--- src/rtl/growing_avg_pkg.sv ---
// Shared widths, helpers and state layout for the multichannel growing-sum averager.
// Build option: define ROUND_EN for round-half-up results (default truncates).
package growing_avg_pkg;

    localparam int DATA_W_DEF   = 16;
    localparam int MAX_LOG2_DEF = 7;

    function automatic int acc_w(input int data_w, input int max_log2);
        return data_w + max_log2;
    endfunction

    function automatic int ch_w(input int n_ch);
        return (n_ch > 1) ? $clog2(n_ch) : 1;
    endfunction

    // Per-channel state at the default configuration
    typedef struct packed {
        logic [DATA_W_DEF+MAX_LOG2_DEF-1:0]  acc;
        logic [MAX_LOG2_DEF-1:0]             cnt;
        logic [$clog2(MAX_LOG2_DEF+1)-1:0]   n_cur;
    } lane_st_t;

endpackage

--- src/rtl/multichan_growing_avg_if.sv ---
// Sample-in / mean-out bundle of the multichannel averager.
// Build option: ROUND_EN (see growing_avg_pkg).
interface multichan_growing_avg_if
    import growing_avg_pkg::*;
#(
    parameter int DATA_W   = DATA_W_DEF,
    parameter int N_CH     = 4,
    parameter int MAX_LOG2 = MAX_LOG2_DEF
);
    localparam int CH_W = ch_w(N_CH);
    localparam int NW   = $clog2(MAX_LOG2 + 1);

    logic              valid_in;
    logic [DATA_W-1:0] x;
    logic [CH_W-1:0]   ch_in;
    logic [NW-1:0]     n_avgs_in;
    logic              clear;
    logic              valid_out;
    logic [DATA_W-1:0] y;
    logic [CH_W-1:0]   ch_out;

    modport slave (
        input  valid_in, x, ch_in, n_avgs_in, clear,
        output valid_out, y, ch_out
    );

    modport master (
        output valid_in, x, ch_in, n_avgs_in, clear,
        input  valid_out, y, ch_out
    );

endinterface

--- src/rtl/growing_avg_lane.sv ---
// One channel: accumulator, sample counter, latched block length and shift/round.
// Build option: ROUND_EN selects round-half-up instead of truncation.
module growing_avg_lane
    import growing_avg_pkg::*;
#(
    parameter int DATA_W   = DATA_W_DEF,
    parameter int MAX_LOG2 = MAX_LOG2_DEF,
    localparam int ACC_W   = acc_w(DATA_W, MAX_LOG2),
    localparam int NW      = $clog2(MAX_LOG2 + 1)
) (
    input  logic              clk,
    input  logic              rst_n,
    input  logic              i_valid,
    input  logic [DATA_W-1:0] i_x,
    input  logic [NW-1:0]     i_n,
    input  logic              i_clear,
    output logic              o_done,
    output logic [DATA_W-1:0] o_res
);

    typedef struct packed {
        logic [ACC_W-1:0]    acc;
        logic [MAX_LOG2-1:0] cnt;
        logic [NW-1:0]       n_cur;
    } st_t;

    st_t                 r_st;
    logic                w_start;
    logic [NW-1:0]       w_n;
    logic [ACC_W-1:0]    w_sum;
    logic [MAX_LOG2:0]   w_cnt;
    logic                w_last;
    logic [ACC_W:0]      w_rnd;

    // A clear restarts the block, so a same-cycle sample opens a fresh one
    always_comb begin
        w_start = i_clear || (r_st.cnt == '0);
        w_n     = r_st.n_cur;
        if (w_start) begin
            w_n = (i_n > NW'(MAX_LOG2)) ? NW'(MAX_LOG2) : i_n;
        end
        w_sum  = (w_start ? '0 : r_st.acc) + ACC_W'(i_x);
        w_cnt  = (w_start ? '0 : (MAX_LOG2+1)'(r_st.cnt))
               + (MAX_LOG2+1)'(1);
        w_last = (w_cnt == ((MAX_LOG2+1)'(1) << w_n));
`ifdef ROUND_EN
        w_rnd = (ACC_W+1)'(w_sum);
        if (w_n != '0) begin
            w_rnd = w_rnd + ((ACC_W+1)'(1) << (w_n - NW'(1)));
        end
`else
        w_rnd = (ACC_W+1)'(w_sum);
`endif
    end

    assign o_done = i_valid && w_last;
    assign o_res  = DATA_W'(w_rnd >> w_n);

    always_ff @(posedge clk or negedge rst_n) begin
        if (!rst_n) begin
            r_st <= '0;
        end else if (i_valid) begin
            r_st.n_cur <= w_n;
            if (w_last) begin
                r_st.acc <= '0;
                r_st.cnt <= '0;
            end else begin
                r_st.acc <= w_sum;
                r_st.cnt <= w_cnt[MAX_LOG2-1:0];
            end
        end else if (i_clear) begin
            r_st.acc <= '0;
            r_st.cnt <= '0;
        end
    end

endmodule

--- src/rtl/multichan_growing_avg.sv ---
// Time-interleaved per-channel block averager with decimated mean output.
// Build option: ROUND_EN selects round-half-up instead of truncation.
module multichan_growing_avg
    import growing_avg_pkg::*;
#(
    parameter int DATA_W   = DATA_W_DEF,
    parameter int N_CH     = 4,
    parameter int MAX_LOG2 = MAX_LOG2_DEF
) (
    input  logic                    clk,
    input  logic                    rst_n,
    multichan_growing_avg_if.slave  bus
);

    localparam int CH_W = ch_w(N_CH);

    logic [N_CH-1:0]   w_done;
    logic [DATA_W-1:0] w_res [N_CH];
    logic              w_any;
    logic [DATA_W-1:0] w_sel_y;
    logic [CH_W-1:0]   w_sel_ch;
    logic              r_valid;
    logic [DATA_W-1:0] r_y;
    logic [CH_W-1:0]   r_ch;

    // Indices at or above N_CH decode to no lane and are dropped
    for (genvar g = 0; g < N_CH; g++) begin : g_lane
        growing_avg_lane #(
            .DATA_W   (DATA_W),
            .MAX_LOG2 (MAX_LOG2)
        ) u_lane (
            .clk     (clk),
            .rst_n   (rst_n),
            .i_valid (bus.valid_in && (bus.ch_in == CH_W'(g))),
            .i_x     (bus.x),
            .i_n     (bus.n_avgs_in),
            .i_clear (bus.clear),
            .o_done  (w_done[g]),
            .o_res   (w_res[g])
        );
    end

    always_comb begin
        w_any    = 1'b0;
        w_sel_y  = '0;
        w_sel_ch = '0;
        for (int i = 0; i < N_CH; i++) begin
            if (w_done[i]) begin
                w_any    = 1'b1;
                w_sel_y  = w_res[i];
                w_sel_ch = CH_W'(i);
            end
        end
    end

    always_ff @(posedge clk or negedge rst_n) begin
        if (!rst_n) begin
            r_valid <= 1'b0;
            r_y     <= '0;
            r_ch    <= '0;
        end else begin
            r_valid <= w_any;
            if (w_any) begin
                r_y  <= w_sel_y;
                r_ch <= w_sel_ch;
            end
        end
    end

    assign bus.valid_out = r_valid;
    assign bus.y         = r_y;
    assign bus.ch_out    = r_ch;

endmodule

--- src/flat_wrapper.sv ---
// flat-port wrapper written by rule: the top's interface ports become plain ports
module multichan_growing_avg_flat import growing_avg_pkg::*;
#(
    parameter int DATA_W   = DATA_W_DEF,
    parameter int N_CH     = 4,
    parameter int MAX_LOG2 = MAX_LOG2_DEF
)
  (clk, rst_n, bus_valid_in, bus_x, bus_ch_in, bus_n_avgs_in, bus_clear, bus_valid_out, bus_y, bus_ch_out);
  multichan_growing_avg_if #(.DATA_W(DATA_W), .N_CH(N_CH), .MAX_LOG2(MAX_LOG2)) bus_i ();
  input  logic clk;
  input  logic rst_n;
  input wire logic [$bits(bus_i.valid_in)-1:0] bus_valid_in;
  input wire logic [$bits(bus_i.x)-1:0] bus_x;
  input wire logic [$bits(bus_i.ch_in)-1:0] bus_ch_in;
  input wire logic [$bits(bus_i.n_avgs_in)-1:0] bus_n_avgs_in;
  input wire logic [$bits(bus_i.clear)-1:0] bus_clear;
  output wire logic [$bits(bus_i.valid_out)-1:0] bus_valid_out;
  output wire logic [$bits(bus_i.y)-1:0] bus_y;
  output wire logic [$bits(bus_i.ch_out)-1:0] bus_ch_out;
  assign bus_i.valid_in = bus_valid_in;
  assign bus_i.x = bus_x;
  assign bus_i.ch_in = bus_ch_in;
  assign bus_i.n_avgs_in = bus_n_avgs_in;
  assign bus_i.clear = bus_clear;
  assign bus_valid_out = bus_i.valid_out;
  assign bus_y = bus_i.y;
  assign bus_ch_out = bus_i.ch_out;
  multichan_growing_avg #(.DATA_W(DATA_W), .N_CH(N_CH), .MAX_LOG2(MAX_LOG2)) u_core (.clk(clk), .rst_n(rst_n), .bus(bus_i));
endmodule
--- config.mk ---
export PLATFORM = sky130hd
export DESIGN_NAME = multichan_growing_avg_flat
export DESIGN_NICKNAME = d
export VERILOG_FILES = /design/src/rtl/growing_avg_pkg.sv /design/src/rtl/multichan_growing_avg_if.sv /design/src/rtl/growing_avg_lane.sv /design/src/rtl/multichan_growing_avg.sv /design/src/flat_wrapper.sv
export SDC_FILE = /design/constraint.sdc
export NUM_CORES = 1
export LEC_CHECK = 0
export ABC_AREA = 0
export CORE_MARGIN = 1
export CORE_UTILIZATION = 30
export CTS_CLUSTER_DIAMETER = 150
export CTS_CLUSTER_SIZE = 14
export DETAILED_ROUTE_END_ITERATION = 6
export PLACE_DENSITY = 0.45
export SLEW_MARGIN = 30
export SYNTH_ARGS = -nofsm -noshare
export SYNTH_HDL_FRONTEND = slang
export SYNTH_SLANG_ARGS = --single-unit
--- constraint.sdc ---
create_clock -name clk -period 6.25 [get_ports clk]
set_input_delay 1.25 -clock clk [delete_from_list [all_inputs] [get_ports clk]]
set_output_delay 1.25 -clock clk [all_outputs]
set_load 0.01 [all_outputs]
Word-level counts from Yosys, hierarchy flattened
Index checks and enable logic that the tools add are counted.
{"block": "totals", "reg_bits": 151, "output_inout_bits": 19, "input_bits": 25}
{"block": "op_classes", "eq_ne": 7, "n_lt_le_gt_ge": 1, "n_addsub": 8, "mux": 33, "n_shift": 8, "n_reduce_logical": 21}
{"cell": "$mux 30", "n": 9}
{"cell": "$add 23x16->23", "n": 4}
{"cell": "$mux 23", "n": 4}
{"cell": "$shr 23x3->16", "n": 4}
{"cell": "$mux 16", "n": 4}
{"cell": "$add 7x1->8 const B", "n": 4}
{"cell": "$eq 8x8->1", "n": 4}
{"cell": "$shl 1x3->8 const A", "n": 4}
{"cell": "$logic_not 7->1", "n": 4}
{"cell": "$mux 7", "n": 4}
{"cell": "$mux 3", "n": 5}
{"cell": "$logic_and 1x1->1", "n": 8}
{"cell": "$reduce_bool 2->1", "n": 4}
{"cell": "$mux 1", "n": 5}
{"cell": "$eq 2x2->1 const B", "n": 2}
{"cell": "$logic_or 1x1->1", "n": 4}
{"cell": "$mux 2", "n": 2}
{"cell": "$gt 3x3->1 const B", "n": 1}
{"cell": "$eq 2x1->1 const B", "n": 1}
{"cell": "$logic_not 2->1", "n": 1}

Logic depth before layout (Yosys ltp)
Gate-level depths: netlist of run 1.
{"block": "logic_depth", "ltp_word": 10, "depth_mapped": 21}

Modules after synthesis
A second synthesis of run 1 with hierarchy kept.
{"block": "unflattened", "hier_cells": 1947, "area_unflattened_um2": 15484.9}
{"module": "growing_avg_lane at u_core.g_lane[0].u_lane ...", "area_per_inst_um2": 3537.1, "cells_per_inst": 441, "instances": 2}
{"module": "growing_avg_lane at u_core.g_lane[3].u_lane", "area_per_inst_um2": 3629.7, "cells_per_inst": 483, "instances": 1}
{"module": "growing_avg_lane at u_core.g_lane[2].u_lane", "area_per_inst_um2": 3559.7, "cells_per_inst": 455, "instances": 1}
{"module": "multichan_growing_avg", "area_per_inst_um2": 1221.2, "cells_per_inst": 127, "instances": 1}

Worst setup path after synthesis of run 1
OpenSTA, ideal clock, no wires.
{"block": "synth_path", "path_kind": "input port to flip-flop", "startpoint": "input port bus_clear", "endpoint": "register u_core.r_y[15] (netlist: u_core.bus.y[15])", "slack_ns": 0.199, "setup_ns": 0.135, "t_required_ns": 6.115, "t_arrival_ns": 5.917, "cell_stages": 21, "path_cell_list": "clkbuf_1 > buf_2 > clkbuf_1 > clkbuf_1 > a21oi_1 > clkbuf_1 > clkbuf_1 > clkbuf_1 > and2_1 > ha_1 > clkbuf_1 > o211ai_1 > nor2_1 > a21boi_0 > o31ai_1 > nand2_1 > a21oi_1 > o22ai_1 > or4_1 > a32oi_1 > nand4_1"}
{"block": "synth_via", "elab_chain_cells": 9}
{"item": "start: declaration", "line": "flat_wrapper.sv:16", "text": "input wire logic [$bits(bus_i.clear)-1:0] bus_clear;"}
{"item": "parallel branches: the longest is 9 deep, another holds $add 23x16->23"}
{"item": "end signal: assignment", "line": "multichan_growing_avg.sv:64", "text": "r_y <= w_sel_y;"}
{"item": "end: declaration", "line": "multichan_growing_avg.sv:23", "text": "logic [DATA_W-1:0] r_y;"}
Several ways; the timed one is not identified.
A chain may end at the register's enable or synchronous reset.

Worst setup path in the final report of run 1
{"block": "layout_path", "startpoint": "input port bus_n_avgs_in[1]", "endpoint": "register u_core.g_lane[2].u_lane.r_st[8] (netlist bit)"}
{"block": "layout_via", "elab_chain_cells": 7}
{"item": "start: declaration", "line": "flat_wrapper.sv:15", "text": "input wire logic [$bits(bus_i.n_avgs_in)-1:0] bus_n_avgs_in;"}
{"item": "$gt 3x3->1", "line": "growing_avg_lane.sv:40", "text": "w_n = (i_n > NW'(MAX_LOG2)) ? NW'(MAX_LOG2) : i_n;"}
{"item": "$mux 3 (*)", "line": "growing_avg_lane.sv:40"}
{"item": "$mux 3 (*)", "line": "growing_avg_lane.sv:39", "text": "if (w_start) begin"}
{"item": "$shl 1x3->8 (*)", "line": "growing_avg_lane.sv:45", "text": "w_last = (w_cnt == ((MAX_LOG2+1)'(1) << w_n));"}
{"item": "$eq 8x8->1 (*)", "line": "growing_avg_lane.sv:45"}
{"item": "$mux 30 (*)", "line": "growing_avg_lane.sv:64", "text": "if (w_last) begin"}
{"item": "$mux 30 (*)", "line": "growing_avg_lane.sv:62", "text": "end else if (i_valid) begin"}
{"item": "end: declaration", "line": "growing_avg_lane.sv:27", "text": "st_t r_st;"}
Mark *: on every way between the ends. The rest lies on a longest branch, timed or not.

==> reports/qor.txt, run 1 <==
I/O Buffers - 43
Final setup margin - 0.956 ns
Rel. slew slack - 37.5%
Slew @ Worst Pin - 0.934 ns
Reg-to-reg slack, setup - 0.97 ns
Die Height - 232 um
All-layer global routing usage - 23.3%
Area of the multi-input gates - 11500 um^2
Final Hold Fails - 0
Clk_skew - 0.0169 ns
Initial cell density of the core - 30.6%
Place WS - 0.495 ns
Achievable Freq - 189 MHz
Largest net degree at the start of global routing - 85
Antenna violations before repair - 1
Cell count after placement - 2711
Clock sinks - 151
Pwr Density - 192 nW/um^2
Critical Path RT - 6.66 ns
WL per Instance - 22.7 um
HP Class - reg -> reg
Unrepaired setup endpoints after global routing - false
Post-synth ARST share - 100%
Cts hold-fix bufs - 0
Routed vias/inst - 6.02
Crit-path max FO - 26
Util after Layout - 34.3%
CTS Root Cell - clkbuf_16
First-pass GRT wire length - 95000 um
EDFF count, synth - 0
Standard-cell rows - 83
Fill count - 5443
Synth top area cells - dfrtp_1 (24%), ha_1 (5.4%), o21ai_0 (5.1%), nand2_1 (4.9%), a21oi_1 (4.8%)
# Post-CTS Setup Buffers - 0
# DRC - 0
Avg Cell Area, Syn - 7.73 um^2
Met1 Usage GRT - 33.8%
Fin crit share - 84.7%
Cell Area, Synth - 15900 um^2
Number of CTS-inserted buffers - 17
# diodes - 0
Total die area - 53800 um^2
Routability-driven placement congestion ratio - 0.886
GRT overflow - 0
Clock transition at path regs - 0.07 ns
Core area - 51800 um^2
GR Util met3 - 3.61%
Leak pwr - 7.31 nW
Iteration-0 DRC Markers - 1550
Worst setup EP type - flop
Via count - 16517
Placed Area - 17200 um^2
GRT met2 Usage - 34.7%
Clock Path Buffers - 2
Final non-filler cell total - 2743
Cell area after layout - 17800 um^2
Synth-to-Final Area Change - 11.9%
Clk_lat worst skew - 0.52 ns
Yosys cell types - 91
I/O pin total - 44
Post-Synthesis Cells - 2054
Post-Syn Nets - 2151
Top-area cell type share of the netlist area - 23.8%
WL final - 62200 um
Status - finished, final reports clean
WP data arrival - 5.71 ns
VDD IR max - 0.246 mV
Sequential cell area - 3780 um^2
Vias in the first global route - 15230
CTS tree - yes
Flops & latches, synth - 151
Nets - 2147
Setup crit start kind - primary input
Period minus WS final - 5.29 ns
Setup TNS after final layout - 0 ns
DP Wirelength - 47600 um
Register area share after synthesis - 23.8%
MaxCap Viol Count - 0
YS warnings - 0
CTS H-tree lvls - 4
Die Wd - 232 um
Cts repair resizes - 0
Drt pass-1 iters - 6
DRT antenna net count - 0
Final Max Tran Viols - 0
WS Path Type - in -> reg
Cell taking the most area after synthesis - dfrtp_1
Final setup fails - 0
Layout cell share with drive strength beyond 1 - 8.73%
Gr busiest metal - met2
Synth Flop Type - dfrtp_1
Hold Slack - 0.477 ns
Total power - 3.41 mW
## cells by family after synthesis
| group | synth area share [%] |
|---|---|
| AO/OA/AOI/OAI | 32.9 |
| XOR/XNOR | 4.32 |
| multiplexers | 4.98 |
| AND/OR/NAND/NOR | 23.9 |
| flip-flops | 23.8 |
| adder cells (fa/ha/maj) | 5.87 |
| buffers and inverters | 4.16 |
## power by group
| part | switching (mW) | internal (mW) |
|---|---|---|
| Clock | 0.540 | 0.523 |
| Sequential | 0.166 | 1.07 |
| Combinational | 0.659 | 0.446 |
| Total | 1.37 | 2.04 |
## placed cells by master, fill, tap and decap left out, types with 27 or more instances in the layout
cell             instances
a21o_1                  33
inv_1                   36
clkdlybuf4s50_1         41
o21ai_0                162
nor3_1                  48
and3_1                  27
a211oi_1                52
and2_1                  85
xnor2_1                 41
o211ai_1                40
dfrtp_1                151
ha_1                    68
xor2_1                  32
nor2_1                 142
buf_4                   67
a21oi_1                144
a22o_1                  69
nand2_1                209
mux2i_1                 52
nand3_1                 76
## path summary, 6_finish.rpt
path | startpoint | to | depth (start not counted)
min in group asynchronous | rst_n | u_core.g_lane[2].u_lane.r_st[32]$_DFFE_PN0P_ | 1
max in group asynchronous | rst_n | u_core.bus.ch_out[0]$_DFFE_PN0P_ | 2
worst max-delay path | bus_n_avgs_in[1] | u_core.g_lane[2].u_lane.r_st[8]$_DFFE_PN0P_ | 12
worst min-delay path | u_core.g_lane[2].u_lane.r_st[16]$_DFFE_PN0P_ | u_core.g_lane[2].u_lane.r_st[16]$_DFFE_PN0P_ | 2
worst max register to register | u_core.g_lane[0].u_lane.r_st[5]$_DFFE_PN0P_ | u_core.bus.y[9]$_DFFE_PN0P_ | 16
worst min register to register | u_core.g_lane[2].u_lane.r_st[16]$_DFFE_PN0P_ | u_core.g_lane[2].u_lane.r_st[16]$_DFFE_PN0P_ | 2
## cell usage after synthesis, drive strengths merged, types with 43 or more instances
library cell / instances
nand2: 211
nor2: 146
nand3: 76
mux2i: 53
o21ai: 168
clkbuf: 113
ha: 68
a22o: 69
nor3: 48
and2: 86
o211ai: 43
dfrtp: 151
a211oi: 53
a21oi: 152
## metal layers
metal | part of all wire [%] | vias to the layer above
met4 | 2.3 | 2
li1 | - | 7798
met3 | 5.9 | 73
met1 | 48 | 8088
met5 | 0.084 | -
met2 | 43 | 556
## state kept, by name, indices dropped and copies added, names as in the netlist
register	flops
u_core.g_lane.u_lane.r_st	132
u_core.bus.y	16
u_core.bus.valid_out	1
u_core.bus.ch_out	2
## worst max-delay path, cell delays in order
cell and delay, ns:
clkdlybuf4s50_1 0.78, buf_4 0.29, nor4b_1 0.25, a21oi_1 0.15, and2_1 0.19, buf_4 0.23
and3_1 0.18, a211oi_1 0.57, a211oi_1 0.21, nor2_1 0.76, inv_1 0.51, o21ai_0 0.30
## layout make-up
cell class | instances | share of cell area, %
Tap cell | 680 | 4.79
Clock inverter | 15 | 0.782
Inverter | 38 | 0.803
Multi-Input combinational cell | 1732 | 64.7
Clock buffer | 17 | 2.40
Sequential cell | 151 | 21.3
Timing Repair Buffer | 110 | 5.25
(Power assumes the default switching activity.)
==> run 2: changes to the inputs <==
Clock period 6.25 ns to 5.1 ns, I/O delays scaled along.
==> reports/qor.txt, run 2 (synthesis results as in run 1) <==
Seq pwr share - 35.0% (-1.4 points)
Synth-to-Final Area Change - 18.8%
CTS H-tree lvls - 4 (unchanged)
Status - finished, final reports clean
CP peak stage delay - 0.52 ns (-0.26 ns)
Largest net degree at the start of global routing - 83 (-2.4%)
I/O Buffers - 43 (unchanged)
Routability-driven placement congestion ratio - 0.917 (+3.6%)
Setup crit start kind - flop
CP max stage cell - dfrtp_1
Via count - 16578 (+0.37%)
Final Max Tran Viols - 0 (unchanged)
Sw Pwr - 1.58 mW (+16%)
Iteration-0 DRC Markers - 1221 (-21%)
Cts repair resizes - 0 (unchanged)
VDD IR max - 0.293 mV (+19%)
CTS Root Cell - clkbuf_16
Final non-filler cell total - 2867 (+4.5%)
Area of the multi-input gates - 11500 um^2 (+0.42%)
Clk_skew - 0.00957 ns (-0.00735 ns)
Most frequent cells in the layout - nand2_1 (209), buf_4 (182), o21ai_0 (162)
# Post-CTS Setup Buffers - 0 (unchanged)
Vias in the first global route - 15908 (+4.5%)
Clk_lat worst skew - 0.49 ns (-0.03 ns)
HP Class - reg -> reg
GRT overflow - 0 (unchanged)
Power Internal - 2.68 mW (+31%)
Number of CTS-inserted buffers - 17 (unchanged)
Slew @ Worst Pin - 0.819 ns (-0.115 ns)
Crit path max-delay family - simple AND/OR/NAND/NOR gates
Most common cell after layout, fill and taps aside - nand2_1
Switching share of total power - 37.1% (-3.0 points)
Core area - 51800 um^2 (unchanged)
Die Wd - 232 um (unchanged)
Cell area after layout - 18800 um^2 (+6.1%)
WS Path Type - reg -> reg
# DRC - 0 (unchanged)
Period minus WS final - 4.74 ns
Rel. slew slack - 45.3% (+7.8 points)
Routed vias/inst - 5.78 (-4.0%)
Fin crit share - 93.0%
Antenna violations before repair - 3 (+2)
Pwr Density - 226 nW/um^2 (+18%)
Final setup margin - 0.355 ns (-0.600 ns)
Most used cell, CP - a21oi_1
Total die area - 53800 um^2 (unchanged)
First-pass GRT wire length - 97000 um (+2.1%)
Drt pass-1 iters - 6 (unchanged)
Crit-path max FO - 18 (-31%)
WL per Instance - 21.9 um (-3.5%)
WL final - 62700 um (+0.84%)
Placed Area - 18200 um^2 (+6.0%)
Clk network pwr share - 32.1% (+0.9 points)
Layout cell share with drive strength beyond 1 - 14.1% (+5.3 points)
Leak pwr - 7.94 nW (+8.8%)
Max reg flops - 132 (unchanged)
MaxCap Viol Count - 0 (unchanged)
Initial cell density of the core - 30.6% (unchanged)
Standard-cell rows - 83 (unchanged)
I/O pin total - 44 (unchanged)
Final Hold Fails - 0 (unchanged)
CTS tree - yes
Cell count after placement - 2833 (+4.5%)
Power share of the combinational group - 33.0% (+0.6 points)
Clock transition at path regs - 0.07 ns (about the same)
All-layer global routing usage - 23.6% (+0.31 points)
Hold Slack - 0.477 ns (+0.000189 ns)
Die Height - 232 um (unchanged)
Achievable Freq - 211 MHz
DP Wirelength - 48300 um (+1.6%)
Worst setup EP type - flop
Fill count - 5431 (-0.22%)
Unrepaired setup endpoints after global routing - false
Sequential cell area - 3780 um^2 (unchanged)
Final setup fails - 0 (unchanged)
Buf/Inv on CP - 1 (-3)
Cts hold-fix bufs - 0 (unchanged)
WP data arrival - 5.12 ns (-0.59 ns)
Nets - 2269 (+5.7%)
Clock sinks - 151 (unchanged)
Worst-path cell chain - nor4_4 -> a21oi_2 -> buf_12 -> and2_1 -> ha_1 -> a21oi_1 -> nand2b_1 -> o2111ai_1 -> and3_1 -> nor3_1 -> or2_2 -> mux4_2 -> nand2_1 -> a21oi_1 -> o32a_1
DRT antenna net count - 0 (unchanged)
Critical Path RT - 5.48 ns (-1.18 ns)
Top reg by flops - u_core.g_lane.u_lane.r_st
Place WS - -0.194 ns (-0.689 ns)
Setup TNS after final layout - 0 ns (unchanged)
Clock Path Buffers - 2 (unchanged)
## run 2: cell count changes in the layout (fill, tap and decap cells not counted), moves of 3 or more
cell,change
buf_12,+7
buf_4,+115
clkbuf_8,+3
clkinvlp_4,+3
inv_6,-5
inv_8,-3
## run 2: final timing paths
kind	from	to	slack (ns)	cells after the start
max	u_core.g_lane[0].u_lane.r_st[5]$_DFFE_PN0P_	u_core.bus.y[14]$_DFFE_PN0P_	0.36	15
min	u_core.g_lane[2].u_lane.r_st[16]$_DFFE_PN0P_	u_core.g_lane[2].u_lane.r_st[16]$_DFFE_PN0P_	0.48	2
max reg2reg	u_core.g_lane[0].u_lane.r_st[5]$_DFFE_PN0P_	u_core.bus.y[14]$_DFFE_PN0P_	0.36	15
min reg2reg	u_core.g_lane[2].u_lane.r_st[16]$_DFFE_PN0P_	u_core.g_lane[2].u_lane.r_st[16]$_DFFE_PN0P_	0.48	2
max in group asynchronous	rst_n	u_core.g_lane[2].u_lane.r_st[6]$_DFFE_PN0P_	3.58	2
min in group asynchronous	rst_n	u_core.g_lane[1].u_lane.r_st[21]$_DFFE_PN0P_	0.61	1
## run 2: metal layers
metal	track usage, %	wire (um)	vias to the layer above	part of all wire, %
met5	0	0	-	0
met2	37.6	28700	382	46
li1	-	-	8029	-
met1	31.7	29300	8093	47
met4	9.17	1860	0	3.0
met3	3.75	2860	74	4.6
## run 2: final cells by class
cell class | count | share of cell area (%)
inverters | 38 | 0.757
repair buffers | 232 | 10.3
flip-flops and latches | 151 | 20.0
well taps | 680 | 4.51
clock inverters | 11 | 0.657
diodes | 2 | 0.0266
clock buffers | 21 | 2.50
multi-input cells | 1732 | 61.2
## run 2: power groups by stage
stage | Sequential, mW | Combinational, mW | Clock, mW
4_1_cts | 1.49 | 1.40 | 1.41
3_3_place_gp | 1.51 | 1.39 | 0
6_report | 1.49 | 1.40 | 1.36
3_5_place_dp | 1.51 | 1.40 | 0
2_1_floorplan | 1.43 | 0.812 | 0
5_1_grt | 1.50 | 1.53 | 1.43
## run 2: worst reg2reg max path, cell delays in order (launching register included)
cell and delay, ns:
dfrtp_1 0.52, nor4_4 0.41, a21oi_2 0.13, buf_12 0.17, and2_1 0.17, ha_1 0.36
a21oi_1 0.39, nand2b_1 0.20, o2111ai_1 0.49, and3_1 0.30, nor3_1 0.09, or2_2 0.29
mux4_2 0.46, nand2_1 0.11, a21oi_1 0.16, o32a_1 0.37
## run 2: metrics by stage
| stage | power (mW) | util (%) |
|---|---|---|
| finish | 4.26 | 36.4 |
| global placement | 2.90 | 35.2 |
| detailed placement | 2.90 | 35.2 |
| global route | 4.47 | 36.4 |
| floorplan | 2.25 | - |
| CTS | 4.30 | 36.3 |
